===== src/rtl/neopixel_controller_if.sv =====
// Host-side load/send handshake and strip status bundle for neopixel_controller.
interface neopixel_controller_if;
   logic       load_color;
   logic [2:0] pixel_index;
   logic [1:0] color_index;
   logic [7:0] color_level;
   logic       send_it;
   logic       ready_to_load;
   logic       ready_to_send;
   logic       begin_send;
   logic       done_send;
   logic       done_wait;
   logic       neo_data;

   modport master (
      output load_color,
      output pixel_index,
      output color_index,
      output color_level,
      output send_it,
      input  ready_to_load,
      input  ready_to_send,
      input  begin_send,
      input  done_send,
      input  done_wait,
      input  neo_data
   );

   modport slave (
      input  load_color,
      input  pixel_index,
      input  color_index,
      input  color_level,
      input  send_it,
      output ready_to_load,
      output ready_to_send,
      output begin_send,
      output done_send,
      output done_wait,
      output neo_data
   );
endinterface


===== src/rtl/neopixel_controller.sv =====
// WS2812-style strip driver with a per-pixel RGB buffer sent as GRB, MSB first.
// Define NEO_CLEAR_AFTER_SEND_EN to wipe the buffer when a frame completes.
module neopixel_controller #(
   parameter int NUM_PIXELS   = 5,
   parameter int BIT_CYCLES   = 63,
   parameter int T0H_CYCLES   = 18,
   parameter int T1H_CYCLES   = 35,
   parameter int LATCH_CYCLES = 2500
) (
   input  logic                  clock,
   input  logic                  reset,
   neopixel_controller_if.slave  bus
);
   localparam int CW = $clog2(BIT_CYCLES + 1);
   localparam int LW = $clog2(LATCH_CYCLES);

   typedef enum logic [1:0] {
      IDLE,
      SEND,
      LATCH
   } state_t;

   state_t        r_state;
   state_t        w_next;

   logic [7:0]    r_buf [NUM_PIXELS][3];
   logic [CW-1:0] r_cyc;
   logic [2:0]    r_bit;
   logic [1:0]    r_byte;
   logic [2:0]    r_pix;
   logic [LW-1:0] r_lat;

   logic          r_neo;
   logic          r_begin;
   logic          r_done_send;
   logic          r_done_wait;
   logic          r_ready;

   logic [1:0]    w_col;
   logic [7:0]    w_byte;
   logic          w_bit;
   logic          w_high;
   logic          w_wr;
   logic          w_last;
   logic          w_bit_end;
   logic          w_frame_end;
   logic          w_lat_end;

   // Wire order is green, red, blue; buffer columns are red, green, blue.
   always_comb begin
      w_col = 2'd1;
      unique case (r_byte)
         2'd0:    w_col = 2'd1;
         2'd1:    w_col = 2'd0;
         default: w_col = 2'd2;
      endcase
   end

   assign w_byte      = r_buf[r_pix][w_col];
   assign w_bit       = w_byte[3'd7 - r_bit];
   assign w_high      = 32'(r_cyc) < (w_bit ? T1H_CYCLES : T0H_CYCLES);
   assign w_last      = (32'(r_pix) == NUM_PIXELS - 1) &&
                        (r_byte == 2'd2) && (r_bit == 3'd7);
   assign w_bit_end   = 32'(r_cyc) == BIT_CYCLES - 1;
   // Only the final bit runs one count further so its low tail finishes
   // on the line before the frame is declared done.
   assign w_frame_end = 32'(r_cyc) == BIT_CYCLES;
   assign w_lat_end   = 32'(r_lat) == LATCH_CYCLES - 1;

   assign w_wr = (r_state == IDLE) && bus.load_color &&
                 (32'(bus.pixel_index) < NUM_PIXELS) &&
                 (bus.color_index != 2'd3);

   always_comb begin
      w_next = r_state;
      unique case (r_state)
         IDLE:    if (bus.send_it) w_next = SEND;
         SEND:    if (w_frame_end) w_next = LATCH;
         LATCH:   if (w_lat_end)   w_next = IDLE;
         default: w_next = IDLE;
      endcase
   end

   always_ff @(posedge clock or negedge reset) begin
      if (!reset) r_state <= IDLE;
      else        r_state <= w_next;
   end

   always_ff @(posedge clock or negedge reset) begin
      if (!reset) begin
         r_cyc  <= '0;
         r_bit  <= '0;
         r_byte <= '0;
         r_pix  <= '0;
         r_lat  <= '0;
      end else begin
         unique case (r_state)
            SEND: begin
               r_lat <= '0;
               if (w_bit_end && !w_last) begin
                  r_cyc <= '0;
                  if (r_bit == 3'd7) begin
                     r_bit <= '0;
                     if (r_byte == 2'd2) begin
                        r_byte <= '0;
                        r_pix  <= r_pix + 3'd1;
                     end else begin
                        r_byte <= r_byte + 2'd1;
                     end
                  end else begin
                     r_bit <= r_bit + 3'd1;
                  end
               end else if (!w_frame_end) begin
                  r_cyc <= r_cyc + 1'b1;
               end
            end
            LATCH: begin
               r_cyc  <= '0;
               r_bit  <= '0;
               r_byte <= '0;
               r_pix  <= '0;
               r_lat  <= r_lat + 1'b1;
            end
            default: begin
               r_cyc  <= '0;
               r_bit  <= '0;
               r_byte <= '0;
               r_pix  <= '0;
               r_lat  <= '0;
            end
         endcase
      end
   end

   always_ff @(posedge clock or negedge reset) begin
      if (!reset) begin
         r_neo       <= 1'b0;
         r_begin     <= 1'b0;
         r_done_send <= 1'b0;
         r_done_wait <= 1'b0;
         r_ready     <= 1'b0;
      end else begin
         r_neo       <= (r_state == SEND) && !w_frame_end && w_high;
         r_begin     <= (r_state == IDLE) && bus.send_it;
         r_done_send <= (r_state == SEND) && w_frame_end;
         r_done_wait <= (r_state == LATCH) && w_lat_end;
         r_ready     <= (w_next == IDLE);
      end
   end

   always_ff @(posedge clock or negedge reset) begin
      if (!reset) begin
         for (int p = 0; p < NUM_PIXELS; p++) begin
            for (int c = 0; c < 3; c++) begin
               r_buf[p][c] <= 8'h00;
            end
         end
      end else begin
         if (w_wr) begin
            r_buf[bus.pixel_index][bus.color_index] <= bus.color_level;
         end
`ifdef NEO_CLEAR_AFTER_SEND_EN
         if ((r_state == SEND) && w_frame_end) begin
            for (int p = 0; p < NUM_PIXELS; p++) begin
               for (int c = 0; c < 3; c++) begin
                  r_buf[p][c] <= 8'h00;
               end
            end
         end
`endif
      end
   end

   assign bus.neo_data      = r_neo;
   assign bus.begin_send    = r_begin;
   assign bus.done_send     = r_done_send;
   assign bus.done_wait     = r_done_wait;
   assign bus.ready_to_load = r_ready;
   assign bus.ready_to_send = r_ready;

endmodule


===== src/flat_wrapper.sv =====
// flat-port wrapper written by rule: the top's interface ports become plain ports
module neopixel_controller_flat 
#(
   parameter int NUM_PIXELS   = 5,
   parameter int BIT_CYCLES   = 63,
   parameter int T0H_CYCLES   = 18,
   parameter int T1H_CYCLES   = 35,
   parameter int LATCH_CYCLES = 2500
)
  (clock, reset, bus_load_color, bus_pixel_index, bus_color_index, bus_color_level, bus_send_it, bus_ready_to_load, bus_ready_to_send, bus_begin_send, bus_done_send, bus_done_wait, bus_neo_data);
  neopixel_controller_if bus_i ();
  input  logic clock;
  input  logic reset;
  input wire logic [$bits(bus_i.load_color)-1:0] bus_load_color;
  input wire logic [$bits(bus_i.pixel_index)-1:0] bus_pixel_index;
  input wire logic [$bits(bus_i.color_index)-1:0] bus_color_index;
  input wire logic [$bits(bus_i.color_level)-1:0] bus_color_level;
  input wire logic [$bits(bus_i.send_it)-1:0] bus_send_it;
  output wire logic [$bits(bus_i.ready_to_load)-1:0] bus_ready_to_load;
  output wire logic [$bits(bus_i.ready_to_send)-1:0] bus_ready_to_send;
  output wire logic [$bits(bus_i.begin_send)-1:0] bus_begin_send;
  output wire logic [$bits(bus_i.done_send)-1:0] bus_done_send;
  output wire logic [$bits(bus_i.done_wait)-1:0] bus_done_wait;
  output wire logic [$bits(bus_i.neo_data)-1:0] bus_neo_data;
  assign bus_i.load_color = bus_load_color;
  assign bus_i.pixel_index = bus_pixel_index;
  assign bus_i.color_index = bus_color_index;
  assign bus_i.color_level = bus_color_level;
  assign bus_i.send_it = bus_send_it;
  assign bus_ready_to_load = bus_i.ready_to_load;
  assign bus_ready_to_send = bus_i.ready_to_send;
  assign bus_begin_send = bus_i.begin_send;
  assign bus_done_send = bus_i.done_send;
  assign bus_done_wait = bus_i.done_wait;
  assign bus_neo_data = bus_i.neo_data;
  neopixel_controller #(.NUM_PIXELS(NUM_PIXELS), .BIT_CYCLES(BIT_CYCLES), .T0H_CYCLES(T0H_CYCLES), .T1H_CYCLES(T1H_CYCLES), .LATCH_CYCLES(LATCH_CYCLES)) u_core (.clock(clock), .reset(reset), .bus(bus_i));
endmodule

===== config.mk =====
export PLATFORM = sky130hd
export DESIGN_NAME = neopixel_controller_flat
export DESIGN_NICKNAME = d
export VERILOG_FILES = /design/src/rtl/neopixel_controller_if.sv /design/src/rtl/neopixel_controller.sv /design/src/flat_wrapper.sv
export SDC_FILE = /design/constraint.sdc
export NUM_CORES = 1
export LEC_CHECK = 0
export ABC_AREA = 1
export ABC_CLOCK_PERIOD_IN_PS = 4200
export CAP_MARGIN = 20
export CORE_ASPECT_RATIO = 0.9
export CORE_MARGIN = 8
export CORE_UTILIZATION = 54
export DETAILED_ROUTE_END_ITERATION = 16
export PLACE_DENSITY = 0.69
export SETUP_SLACK_MARGIN = 0.15
export SKIP_LAST_GASP = 1
export SLEW_MARGIN = 20
export SYNTH_ARGS = -nofsm -noshare
export SYNTH_HDL_FRONTEND = slang
export SYNTH_SLANG_ARGS = --single-unit
export TNS_END_PERCENT = 5

===== constraint.sdc =====
create_clock -name clock -period 4.2 [get_ports clock]
set_input_delay 1.26 -clock clock [delete_from_list [all_inputs] [get_ports clock]]
set_output_delay 1.26 -clock clock [all_outputs]
set_load 0.01 [all_outputs]

After elaboration in Yosys (flattened, before gate mapping)
Cells that the tools add are included.
{"block": "word_totals", "reg_bits": 153, "inputBits": 17}
{"block": "classes", "add_sub_neg": 6, "n_bitwise": 4, "n_lt_le_gt_ge": 9, "n_eq_ne": 14, "n_reduce_logical": 20, "muxes": 34}
{"operator": "120-bit bitwise mux", "n": 1}
{"operator": "24-bit binary-select mux with 3-bit select", "n": 1}
{"operator": "24-bit demux with 3-bit select", "n": 1}
{"operator": "24-bit two-way mux", "n": 3}
{"operator": "6-bit by 32-bit < comparator with 1-bit output", "n": 1}
{"operator": "6-bit two-way mux", "n": 4}
{"operator": "8-bit two-way mux", "n": 3}
{"operator": "3-bit two-way mux", "n": 7}
{"operator": "8-bit binary-select mux with 2-bit select", "n": 1}
{"operator": "8-bit demux with 2-bit select", "n": 1}
{"operator": "2-bit two-way mux", "n": 7}
{"operator": "1-bit logical AND", "n": 13}
{"operator": "12-bit by 1-bit adder with 12-bit output (second input constant)", "n": 1}
{"operator": "12-bit == test (second input constant)", "n": 1}
{"operator": "6-bit == test (second input constant)", "n": 2}
{"operator": "12-bit two-way mux", "n": 1}
{"operator": "4-bit greater-or-equal comparator (second input constant)", "n": 2}
{"operator": "3-bit NOT with 4-bit output", "n": 2}
{"operator": "3-bit by 1-bit adder with 3-bit output (second input constant)", "n": 2}
{"operator": "6-bit by 1-bit adder with 6-bit output (second input constant)", "n": 1}
{"operator": "3-bit == test (second input constant)", "n": 2}
{"operator": "3-bit greater-or-equal comparator (second input constant)", "n": 2}
{"operator": "2-bit zero test", "n": 3}
{"operator": "2-bit by 1-bit inequality test with 1-bit output (second input constant)", "n": 3}
{"operator": "18 further kinds", "n": 22}

Logic depth before layout (Yosys ltp)
Gate-level depths: netlist of the first run.
{"block": "logic_depth", "depth_word": 12, "ltp_mapped": 20, "depth_no_buf": 18}

Least setup slack after synthesis of the first run
OpenSTA, ideal clock, no wires.
{"block": "synth_path", "path_kind": "input to register", "startpoint": "input bus_pixel_index[2]", "endpoint": "register u_core.r_buf[79] (netlist name)", "n_path_buf": 1, "stages": 7, "arrival_time_ns": 2.358, "t_required_ns": 4.071, "setup_slack_ns": 1.712, "setup_ns": 0.129, "cell_sequence": "inv_1 -> o211ai_1 -> nor3_2 -> nand4_1 -> clkbuf_1 -> nand2_1 -> o21ai_1"}
{"block": "synth_between", "elab_chain_len": 6, "word_cells_on_any_way": 10, "classes_between": "3 x order compare; 3 x mux; 1 x bitwise; 3 x reduce/logical"}
{"item": "from (decl)", "line": "flat_wrapper.sv:15", "text": "input wire logic [$bits(bus_i.pixel_index)-1:0] bus_pixel_index;"}
{"item": "3-bit NOT with 4-bit output (implied by the code)", "line": "neopixel_controller.sv:160", "text": "r_buf[bus.pixel_index][bus.color_index] <= bus.color_level;"}
{"item": "4-bit greater-or-equal comparator (implied by the code) or 4-bit by 1-bit < comparator with 1-bit output (tied branches)", "line": "neopixel_controller.sv:160"}
{"item": "1-bit logical AND (implied by the code)", "line": "neopixel_controller.sv:160"}
{"item": "24-bit two-way mux (implied by the code)", "line": "neopixel_controller.sv:160"}
{"item": "24-bit demux with 3-bit select", "line": "neopixel_controller.sv:160"}
{"item": "120-bit bitwise mux", "line": "neopixel_controller.sv:160"}
{"item": "to (signal, indexed assignment)", "line": "neopixel_controller.sv:160"}
{"item": "to (decl)", "line": "neopixel_controller.sv:26", "text": "logic [7:0] r_buf [NUM_PIXELS][3];"}
Parallel ways exist; a longest one is shown, timed or not.
A chain may end at the register's enable or synchronous reset.

Worst setup path in the final report of the first run
{"block": "layout_path", "startpoint": "register u_core.r_byte[1]", "endpoint": "register u_core.r_neo, in the netlist u_core.bus.neo_data"}
{"block": "layout_between", "elab_chain_len": 11, "word_cells_on_any_way": 12, "classes_between": "1 x order compare; 1 x eq/ne; 7 x mux; 1 x bitwise; 2 x reduce/logical"}
{"item": "from (decl)", "line": "neopixel_controller.sv:29", "text": "logic [1:0] r_byte;"}
{"item": "from (signal assigned)", "line": "neopixel_controller.sv:108", "text": "r_byte <= r_byte + 2'd1;"}
{"item": "2-bit by 1-bit == test with 1-bit output or 2-bit zero test (tied branches)", "line": "neopixel_controller.sv:52", "text": "unique case (r_byte)"}
{"item": "2-bit case mux with 2 select lines (*)", "line": "neopixel_controller.sv:52"}
{"item": "2-bit NOT with 3-bit output (implied by the code) (*)", "line": "neopixel_controller.sv:59", "text": "assign w_byte = r_buf[r_pix][w_col];"}
{"item": "8-bit binary-select mux with 2-bit select (*)", "line": "neopixel_controller.sv:59"}
{"item": "8-bit two-way mux (implied by the code) (*) (2 in a row)", "line": "neopixel_controller.sv:59"}
{"item": "1-bit binary-select mux with 3-bit select (*)", "line": "neopixel_controller.sv:60", "text": "assign w_bit = w_byte[3'd7 - r_bit];"}
{"item": "1-bit two-way mux (implied by the code) (*)", "line": "neopixel_controller.sv:60"}
{"item": "6-bit two-way mux (*)", "line": "neopixel_controller.sv:61", "text": "assign w_high = 32'(r_cyc) < (w_bit ? T1H_CYCLES : T0H_CYCLES);"}
{"item": "6-bit by 32-bit < comparator with 1-bit output (*)", "line": "neopixel_controller.sv:61"}
{"item": "1-bit logical AND (*)", "line": "neopixel_controller.sv:143", "text": "r_neo <= (r_state == SEND) && !w_frame_end && w_high;"}
{"item": "to (signal assigned)", "line": "neopixel_controller.sv:143"}
{"item": "to (decl)", "line": "neopixel_controller.sv:33", "text": "logic r_neo;"}
Every way passes the cells marked *; elsewhere a longest branch is shown, timed or not. The select of a mux whose other input is x is not followed.

==> impl_metrics.ini, run 1 <==
[place]
post-dp-hpwl_mm = 12.2
gp_congestion = 0.874
placed_cells = 1078
io_buffers = 22

[pwr]
power_report.internal_total_mw = 2.53
p_comb_share_pct = 2.4
power_switching_mw = 0.641
power.share.sequential_pct = 46.5
p_clk_share_pct = 51.1
cellLeakagePower_nw = 3.84
cellPowerDensity_mw_per_mm2 = 384
swShare_pct = 20.2
ir_drop_v = 0.000282

[cts]
postCtsSetupBuffers = 0
cts_root_buffer = sky130_fd_sc_hd__clkbuf_16
cts.reportedPaths.clkPinSlew_ns = 0.06
cts_sinks = 153
holdBufCountCts = 0
cts_htree_levels = 4
cts_tree = built
cts-root-to-sink-buffers = 2
cts_buffers = 17
worstSkewPairLatency_ns = 0.43
ctsResizeCount = 0

[global_route]
grt_pass1_wl_mm = 30.4
antenna_found_initial = 0
grt_pass1_vias = 5783
grt_max_degree = 84
groute.usage.overall_pct = 21.9
grt_overflow = 0

[synthesis]
synth-compound-area-share_pct = 14.2
ys_seq_area_share_pct = 51.8
synth-seq-cells = 153
synthSimpleGateAreaFrac_pct = 25.0
synthesis.area_mm2 = 0.00739
synthDistinctLibCells = 36
synth.area.mux_share_pct = 0
postSynthCellCount = 926
yosysWarnings = 0
syn_nets = 952
yosys-top-cells-area = sky130_fd_sc_hd__dfrtp_1 (52%), sky130_fd_sc_hd__nand2_1 (14%), sky130_fd_sc_hd__o21ai_0 (10%), sky130_fd_sc_hd__nor2_1 (4.1%), sky130_fd_sc_hd__inv_1 (4.0%)
main_combinational_cell_family_by_area_after_synthesis = simple AND/OR/NAND/NOR gates
synth-xor-area-share_pct = 0.119
synth_async_sr_flop_share_pct = 100
synthDominantAreaCellType = sky130_fd_sc_hd__dfrtp_1
post_synth.cell_area_avg_um2 = 7.98
synth-main-ff-cell = sky130_fd_sc_hd__dfrtp_1
post_synth_edffs = 0
synthAdderAreaFrac_pct = 1.52
yosysTopAreaCellShare_pct = 51.8

[worst_setup_path]
critical_register_to_register_path_startpoint = u_core.r_byte[1]$_DFFE_PN0P_
rr_worst_depth = 16
category_of_the_critical_setup_timing_path = register to register
timing.rr.end = u_core.bus.neo_data$_DFF_PN0_
timing.critical_path.arrival_ns = 3.47
cp.required_ns = 4.56
worst-path-max-fanout = 16
startpoint_type = register
minimum_setup_slack_among_reg_to_reg_paths_ns = 1.08
end_kind = register

[detailed_routing]
routed_wirelength_mm = 18.9
drc = 0
avgRoutedWirePerCell_um = 17.0
drt_pass1_iterations = 5
drtIter0Drc = 712
detailroute.via_count = 6322
dr_vias_cell = 5.70
drt.antenna.violating_nets = 0

[final_layout]
antenna_cells = 0
finalNonFillerCells = 1110
drive_gt1_share_pct = 6.58
final.fill_count = 1113
syn_to_final_growth_pct = 11.7
fin_nets = 955

[die]
std_cell_rows = 40
die_area_mm2 = 0.0177
num_io_pins = 23
die_y_um = 127
chipWidth_um = 139
initial_utilization_pct = 55.3
core_mm2 = 0.0134

[worst_hold_path]
worstHoldEndpoint = u_core.r_lat[10]$_DFF_PN0_
hold_path_startpoint = u_core.r_lat[9]$_DFF_PN0_
hold_path_class = register to register
min_path_cells = 1

[timing]
worst_slew_margin_rel_pct = 45.6
min_period_ns = 3.12
slew_viol_final = 0
hold_slack_ns = 0.445
timing.fmax_mhz = 321
clock_skew_ns = 0.00740
setup_viol = 0
finalHoldViolCount = 0
timing_worst_slew_pin_value_ns = 0.813
setup_total_negative_slack_ns = 0
grt_setup_unrepaired = false
layout_worst_path_cycle_share_pct = 74.2

[job]
max_cap_violations = 0

[run_status]
outcome = finished, final reports clean
[placed cells by master (no fill, tap or decap), types with 3 or more instances in the layout]
cell / count
sky130_fd_sc_hd__clkbuf_1: 4
sky130_fd_sc_hd__o21ai_1: 6
sky130_fd_sc_hd__inv_1: 78
sky130_fd_sc_hd__nand4_1: 8
sky130_fd_sc_hd__clkbuf_16: 17
sky130_fd_sc_hd__a31oi_1: 3
sky130_fd_sc_hd__a21oi_1: 19
sky130_fd_sc_hd__nor3_2: 3
sky130_fd_sc_hd__clkinv_2: 3
sky130_fd_sc_hd__nand3_1: 52
sky130_fd_sc_hd__ha_1: 9
sky130_fd_sc_hd__or2_0: 5
sky130_fd_sc_hd__clkdlybuf4s50_1: 21
sky130_fd_sc_hd__dfrtp_1: 152
sky130_fd_sc_hd__nor3_1: 5
sky130_fd_sc_hd__nand2_1: 271
sky130_fd_sc_hd__nor2_1: 80
sky130_fd_sc_hd__buf_4: 5
sky130_fd_sc_hd__nand3_2: 4
sky130_fd_sc_hd__inv_2: 4
sky130_fd_sc_hd__clkbuf_8: 3
sky130_fd_sc_hd__o211ai_1: 7
sky130_fd_sc_hd__or2_2: 7
sky130_fd_sc_hd__o21ai_0: 151
sky130_fd_sc_hd__bufinv_16: 4
[layer usage]
metal | track usage, % | up-vias | routed length, µm
li1 | - | 2999 | -
met1 | 29.9 | 3043 | 8690
met2 | 34.0 | 249 | 8650
met3 | 4.95 | 31 | 1200
met4 | 7.03 | 0 | 330
met5 | 0 | - | 0
[state kept, by name, indices dropped and copies added (netlist names), 2 cells and up]
signal	count
u_core.r_bit	3
u_core.r_buf	120
u_core.r_byte	2
u_core.r_cyc	6
u_core.r_lat	12
u_core.r_pix	3
u_core.r_state	2
[cells by family (layout without fill, tap and decap cells)]
group,Yosys count,count (layout)
buffers and inverters,126,142
adder cells (fa/ha/maj),9,9
flip-flops,153,153
XOR/XNOR,1,1
AND/OR/NAND/NOR,440,440
AO/OA/AOI/OAI,197,197
[power groups by stage]
stage	logic [mW]	clock network [mW]	registers (mW)
6_report	0.0757	1.62	1.47
5_1_grt	0.0844	1.71	1.47
4_1_cts	0.0780	1.64	1.47
3_5_place_dp	0.0777	0	1.50
3_3_place_gp	0.0764	0	1.50
2_1_floorplan	0.0154	0	1.50
[Yosys cell counts (6+ instances only)]
master,number
sky130_fd_sc_hd__a21oi_1,19
sky130_fd_sc_hd__buf_2,9
sky130_fd_sc_hd__clkbuf_1,25
sky130_fd_sc_hd__dfrtp_1,153
sky130_fd_sc_hd__ha_1,9
sky130_fd_sc_hd__inv_1,78
sky130_fd_sc_hd__nand2_1,271
sky130_fd_sc_hd__nand3_1,52
sky130_fd_sc_hd__nand4_1,8
sky130_fd_sc_hd__nor2_1,80
sky130_fd_sc_hd__o211ai_1,7
sky130_fd_sc_hd__o21ai_0,151
sky130_fd_sc_hd__o21ai_1,6
sky130_fd_sc_hd__or2_2,7
[worst max-delay path, cell delays in order, from the launching register on]
cell,delay (ns)
sky130_fd_sc_hd__dfrtp_1,0.68
sky130_fd_sc_hd__inv_2,0.32
sky130_fd_sc_hd__nand2_1,0.28
sky130_fd_sc_hd__nor2_1,0.15
sky130_fd_sc_hd__o21ai_0,0.16
sky130_fd_sc_hd__a21oi_1,0.23
sky130_fd_sc_hd__nor2_1,0.06
sky130_fd_sc_hd__nand2_1,0.06
sky130_fd_sc_hd__nand3_1,0.10
sky130_fd_sc_hd__nand2_1,0.10
sky130_fd_sc_hd__nand2_1,0.06
sky130_fd_sc_hd__nand2_2,0.10
sky130_fd_sc_hd__inv_1,0.05
sky130_fd_sc_hd__ha_1,0.28
sky130_fd_sc_hd__a21oi_1,0.16
sky130_fd_sc_hd__nand3_1,0.10
sky130_fd_sc_hd__a21oi_2,0.14
[worst max-delay path by stage]
stage,from,endpoint,slack (ns),cells past startpoint
after floorplan,bus_pixel_index[2],u_core.r_buf[79]$_DFFE_PN0P_,1.71,7
after global placement,bus_pixel_index[0],u_core.r_buf[75]$_DFFE_PN0P_,0.95,7
after detailed placement,bus_pixel_index[0],u_core.r_buf[82]$_DFFE_PN0P_,0.72,6
after CTS,u_core.r_byte[1]$_DFFE_PN0P_,u_core.bus.neo_data$_DFF_PN0_,1.11,18
after global routing,u_core.r_byte[1]$_DFFE_PN0P_,u_core.bus.neo_data$_DFF_PN0_,0.82,16
final,u_core.r_byte[1]$_DFFE_PN0P_,u_core.bus.neo_data$_DFF_PN0_,1.08,16
[stage by stage]
stage / worst slack, ns / instance area, µm² / util, % / power (mW)
finish: 1.08 / 8250 / 61.8 / 3.17
global route: 0.822 / 8250 / 61.8 / 3.27
CTS: 1.11 / 8250 / 61.8 / 3.19
detailed placement: 0.723 / 7630 / 57.1 / 1.58
global placement: 0.950 / 7630 / 57.1 / 1.58
floorplan: 1.71 / 7390 / - / 1.52
[final cells by class]
class                           instances  area (µm²)  share of cell area [%]
Sequential cell                       153        3830                    46.4
Inverter                               83         312                    3.78
Tap cell                              168         210                    2.55
Multi-Input combinational cell        647        3020                    36.6
Clock buffer                           24         482                    5.84
Clock inverter                          8         143                    1.73
Timing Repair Buffer                   27         259                    3.14
No activity file was read; power rests on OpenSTA's default activity.
==> run 2, diff against run 1 <==
ABC_CLOCK_PERIOD_IN_PS = 3100   (was 4200)
clock period = 3.1 ns   (was 4.2 ns; I/O delays follow)
==> impl_metrics.ini, run 2 (synthesis results as in run 1) <==
[run_status]
outcome = finished, final reports clean

[worst_setup_path]
crit_cells = 18
worst-path-max-fanout = 9
worstSetupStartpoint = u_core.r_byte[1]$_DFFE_PN0P_
cp.required_ns = 3.44
rr_worst_depth = 18
critical_path.cell_chain = inv_2, nand2_1, nor2_1, o21ai_0, nand2_1, nand2_1, nand2_1, nand2_1, nand2_1, nand3_1, nand2_1, nand2_1, nand2_2, inv_1, ha_1, a21oi_1, nand3_1, a21oi_2
crit_path_max_incr_delay_ns = 0.54
worst-path-buf-inv = 2
end_kind = register
worst_path_most_repeated_cell = sky130_fd_sc_hd__nand2_1
category_of_the_critical_setup_timing_path = register to register
timing.critical_path.arrival_ns = 3.02
path_delay_family = simple AND/OR/NAND/NOR gates
critical_register_to_register_path_startpoint = u_core.r_byte[1]$_DFFE_PN0P_
crit_path_top_delay_cell = sky130_fd_sc_hd__dfrtp_2
startpoint_type = register

[timing]
min_period_ns = 2.68
setup_viol = 0
setup_total_negative_slack_ns = 0
layout_worst_path_cycle_share_pct = 86.4
finalHoldViolCount = 0
grt_setup_unrepaired = false
worst_slew_margin_rel_pct = 46.4
timing_worst_slew_pin_value_ns = 0.801
hold_slack_ns = 0.427
timing.fmax_mhz = 373
clock_skew_ns = 0.0119
slew_viol_final = 0
timing.final.ws_setup_ns = 0.421

[place]
gp_congestion = 0.883
preCtsSetupSlack_ns = 0.224
post-dp-hpwl_mm = 12.7
placedInstanceArea_mm2 = 0.00772
io_buffers = 22

[cts]
holdBufCountCts = 0
cts-root-to-sink-buffers = 2
worstSkewPairLatency_ns = 0.42
cts_root_buffer = sky130_fd_sc_hd__clkbuf_16
postCtsSetupBuffers = 0
cts_buffers = 17
cts_htree_levels = 4
cts_tree = built
cts_sinks = 153
cts.reportedPaths.clkPinSlew_ns = 0.06

[pwr]
cellLeakagePower_nw = 3.88
ir_drop_v = 0.000450
cellPowerDensity_mw_per_mm2 = 507

[final_layout]
top_regs = u_core.r_buf x120, u_core.r_lat x12, u_core.r_cyc x6
final_core_utilization_pct = 62.3
layout_common_cells = sky130_fd_sc_hd__nand2_1 (271), sky130_fd_sc_hd__o21ai_0 (151), sky130_fd_sc_hd__dfrtp_1 (151)
regMostFlops = u_core.r_buf
number_of_flip_flops_under_the_largest_register_name = 120
antenna_cells = 0
post-route-cell-area_mm2 = 0.00833
layout_commonest_cell = sky130_fd_sc_hd__nand2_1
syn_to_final_growth_pct = 12.8
drive_gt1_share_pct = 7.97
fin_nets = 966

[die]
std_cell_rows = 40
die_area_mm2 = 0.0177
core_mm2 = 0.0134
chipWidth_um = 139
initial_utilization_pct = 55.3
num_io_pins = 23
die_y_um = 127

[global_route]
grt_max_degree = 51
grt_overflow = 0
antenna_found_initial = 1
groute.usage.overall_pct = 21.9
grt_pass1_vias = 6013
grt_pass1_wl_mm = 30.6

[detailed_routing]
routed_wirelength_mm = 18.8
detailroute.via_count = 6255
drt_pass1_iterations = 5
dr_vias_cell = 5.58
drtIter0Drc = 621
drc = 0
avgRoutedWirePerCell_um = 16.7
drt.antenna.violating_nets = 0

[job]
max_cap_violations = 0

[worst_hold_path]
hold_path_class = input pin to async pin
-- run 2: stage by stage --
stage | total power, mW | std cells
floorplan | 2.06 | 926
global placement | 2.14 | 1089
detailed placement | 2.14 | 1089
CTS | 4.25 | 1121
global route | 4.34 | 1121
finish | 4.22 | 1121
-- run 2: what timing repair did --
action	CTS	global route
resized for setup	0	1
endpoints found under the hold margin	0	0
setup endpoints to repair	0	1
-- run 2: worst reg2reg max path, stage by stage, from the launching register on --
cell and delay (ns):
sky130_fd_sc_hd__dfrtp_2 0.54, sky130_fd_sc_hd__inv_2 0.13, sky130_fd_sc_hd__nand2_1 0.20, sky130_fd_sc_hd__nor2_1 0.16, sky130_fd_sc_hd__o21ai_0 0.12, sky130_fd_sc_hd__nand2_1 0.11, sky130_fd_sc_hd__nand2_1 0.05, sky130_fd_sc_hd__nand2_1 0.06
sky130_fd_sc_hd__nand2_1 0.05, sky130_fd_sc_hd__nand2_1 0.08, sky130_fd_sc_hd__nand3_1 0.11, sky130_fd_sc_hd__nand2_1 0.10, sky130_fd_sc_hd__nand2_1 0.06, sky130_fd_sc_hd__nand2_2 0.10, sky130_fd_sc_hd__inv_1 0.05, sky130_fd_sc_hd__ha_1 0.28
sky130_fd_sc_hd__a21oi_1 0.16, sky130_fd_sc_hd__nand3_1 0.10, sky130_fd_sc_hd__a21oi_2 0.14
-- run 2: worst paths after layout --
path                                                       to  slack, ns
worst max-delay path            u_core.bus.neo_data$_DFF_PN0_       0.42
worst min-delay path             u_core.r_buf[38]$_DFFE_PN0P_       0.43
worst max register to register  u_core.bus.neo_data$_DFF_PN0_       0.42
worst min register to register     u_core.r_lat[10]$_DFF_PN0_       0.45
max in group asynchronous        u_core.r_buf[82]$_DFFE_PN0P_       1.87
min in group clock                 u_core.r_lat[10]$_DFF_PN0_       0.45
-- run 2: layout make-up --
cell class | instances | area, µm²
Timing Repair Buffer | 38 | 354
Multi-Input combinational cell | 647 | 3020
Sequential cell | 153 | 3830
Clock inverter | 11 | 145
Tap cell | 168 | 210
Fill cell | 1143 | 5030
Clock buffer | 21 | 460
Inverter | 83 | 312
-- run 2: power breakdown --
part / total [mW] / switching (mW) / internal [mW]
Combinational: 0.106 / 0.0824 / 0.0241
Clock: 2.12 / 0.810 / 1.31
Sequential: 2.00 / 0 / 2.00
-- run 2: per-layer routing --
layer,wire (µm),vias to the layer above,track usage (%)
met5,13,-,0
met4,224,2,6.83
met3,1310,16,5.66
met2,8780,206,35.7
met1,8440,3011,28.3
li1,-,3020,-
==> run 3, diff against run 2 <==
CORE_UTILIZATION = 35   (was 54)
PLACE_DENSITY = 0.48   (was 0.69)
==> impl_metrics.ini, run 3 (synthesis results as in run 1) <==
[die]
chipWidth_um = 169
die_area_mm2 = 0.0260
core_mm2 = 0.0208
initial_utilization_pct = 35.6
std_cell_rows = 50
die_y_um = 154
num_io_pins = 23

[job]
max_cap_violations = 0

[worst_setup_path]
worst-path-max-fanout = 11
end_kind = register
rr_worst_depth = 17
timing.critical_path.arrival_ns = 3.10
startpoint_type = register
cp.required_ns = 3.46
category_of_the_critical_setup_timing_path = register to register

[timing]
clock_skew_ns = 0.00775
min_period_ns = 2.74
finalHoldViolCount = 0
hold_slack_ns = 0.447
grt_setup_unrepaired = false
timing_worst_slew_pin_value_ns = 0.728
timing.fmax_mhz = 365
setup_viol = 0
layout_worst_path_cycle_share_pct = 88.5
worst_slew_margin_rel_pct = 51.4
slew_viol_final = 0
setup_total_negative_slack_ns = 0

[final_layout]
regMostFlops = u_core.r_buf
final.fill_count = 2202
syn_to_final_growth_pct = 15.5
post-route-cell-area_mm2 = 0.00854
number_of_flip_flops_under_the_largest_register_name = 120
layout_common_cells = sky130_fd_sc_hd__nand2_1 (271), sky130_fd_sc_hd__dfrtp_1 (152), sky130_fd_sc_hd__o21ai_0 (151)
final_core_utilization_pct = 41.1
drive_gt1_share_pct = 8.93
fin_nets = 976
top_regs = u_core.r_buf x120, u_core.r_lat x12, u_core.r_cyc x6
layout_commonest_cell = sky130_fd_sc_hd__nand2_1

[pwr]
cellPowerDensity_mw_per_mm2 = 493
cellLeakagePower_nw = 3.90
ir_drop_v = 0.000319

[cts]
cts.reportedPaths.clkPinSlew_ns = 0.07
cts_root_buffer = sky130_fd_sc_hd__clkbuf_16
worstSkewPairLatency_ns = 0.43
holdBufCountCts = 0
cts_tree = built
cts_buffers = 17
ctsResizeCount = 0
cts-root-to-sink-buffers = 2
cts_htree_levels = 4
cts_sinks = 153
postCtsSetupBuffers = 0

[detailed_routing]
drtIter0Drc = 524
routed_wirelength_mm = 20.5
drc = 0
drt_pass1_iterations = 5
detailroute.via_count = 5985
avgRoutedWirePerCell_um = 16.4
drt.antenna.violating_nets = 0
dr_vias_cell = 4.79

[place]
gp_congestion = 0.809
io_buffers = 22
placedInstanceArea_mm2 = 0.00795
post-dp-hpwl_mm = 13.8

[global_route]
grt_max_degree = 57
grt_pass1_wl_mm = 33.2
grtUsageMet2_pct = 22.3
groute.layer.met1.usage_pct = 25.5
grt_overflow = 0
groute.usage.overall_pct = 16.5
grt_util_met3_pct = 2.25
antenna_found_initial = 0
grt.busiest_layer = met1
grt_pass1_vias = 5682

[run_status]
outcome = finished, final reports clean

[worst_hold_path]
hold_path_class = input pin to async pin
==> run 3: through the flow <==
| step | cells | total power [mW] | worst slack, ns |
|---|---|---|---|
| floorplan | 926 | 2.06 | 0.942 |
| finish | 1250 | 4.21 | 0.357 |
| global route | 1249 | 4.35 | 0.157 |
| global placement | 1217 | 2.15 | 0.268 |
| detailed placement | 1217 | 2.15 | 0.204 |
| CTS | 1249 | 4.26 | 0.394 |
==> run 3: worst max-delay path: stages, from the launching register on <==
cell and delay [ns]:
sky130_fd_sc_hd__dfrtp_1 0.71, sky130_fd_sc_hd__inv_2 0.25, sky130_fd_sc_hd__nor2_1 0.14, sky130_fd_sc_hd__o21ai_0 0.08, sky130_fd_sc_hd__nand2_1 0.15, sky130_fd_sc_hd__nand2_1 0.06, sky130_fd_sc_hd__nand2_1 0.06, sky130_fd_sc_hd__nand2_1 0.05
sky130_fd_sc_hd__nand2_1 0.07, sky130_fd_sc_hd__nand3_1 0.12, sky130_fd_sc_hd__nand2_1 0.11, sky130_fd_sc_hd__nand2_1 0.07, sky130_fd_sc_hd__nand2_2 0.09, sky130_fd_sc_hd__inv_1 0.05, sky130_fd_sc_hd__ha_1 0.28, sky130_fd_sc_hd__a21oi_1 0.15
sky130_fd_sc_hd__nand3_1 0.10, sky130_fd_sc_hd__a21oi_2 0.13
==> run 3: power breakdown <==
group,internal [mW],switching (mW),total (mW)
sequential,2.00,0,2.00
clock,1.21,0.887,2.10
combinational,0.0249,0.0858,0.111
total,3.23,0.973,4.21
==> run 3: cell type report <==
cell class | count | area [µm²] | share of cell area (%)
sequential | 153 | 3830 | 44.9
antenna | 1 | 2.50 | 0.0293
multi-input combinational | 647 | 3020 | 35.3
tap | 286 | 358 | 4.19
timing repair buffer | 48 | 429 | 5.03
clock buffer | 19 | 443 | 5.19
inverter | 83 | 312 | 3.65
clock inverter | 13 | 145 | 1.70
==> run 3: worst paths after layout <==
path | from | endpoint | slack (ns)
max reg2reg | u_core.r_pix[1]$_DFFE_PN0P_ | u_core.bus.neo_data$_DFF_PN0_ | 0.36
min in group clock | u_core.r_lat[9]$_DFF_PN0_ | u_core.r_lat[10]$_DFF_PN0_ | 0.46
max | u_core.r_pix[1]$_DFFE_PN0P_ | u_core.bus.neo_data$_DFF_PN0_ | 0.36
min reg2reg | u_core.r_lat[9]$_DFF_PN0_ | u_core.r_lat[10]$_DFF_PN0_ | 0.46
min | reset | u_core.r_buf[66]$_DFFE_PN0P_ | 0.45
max in group asynchronous | reset | u_core.r_pix[0]$_DFFE_PN0P_ | 1.89
==> run 3: per-layer routing <==
metal  routed length [µm]  up-vias
met5                    0        -
met4                  388        0
met3                  591       21
met2                 8510       83
met1                11000     2837
li1                     -     3044
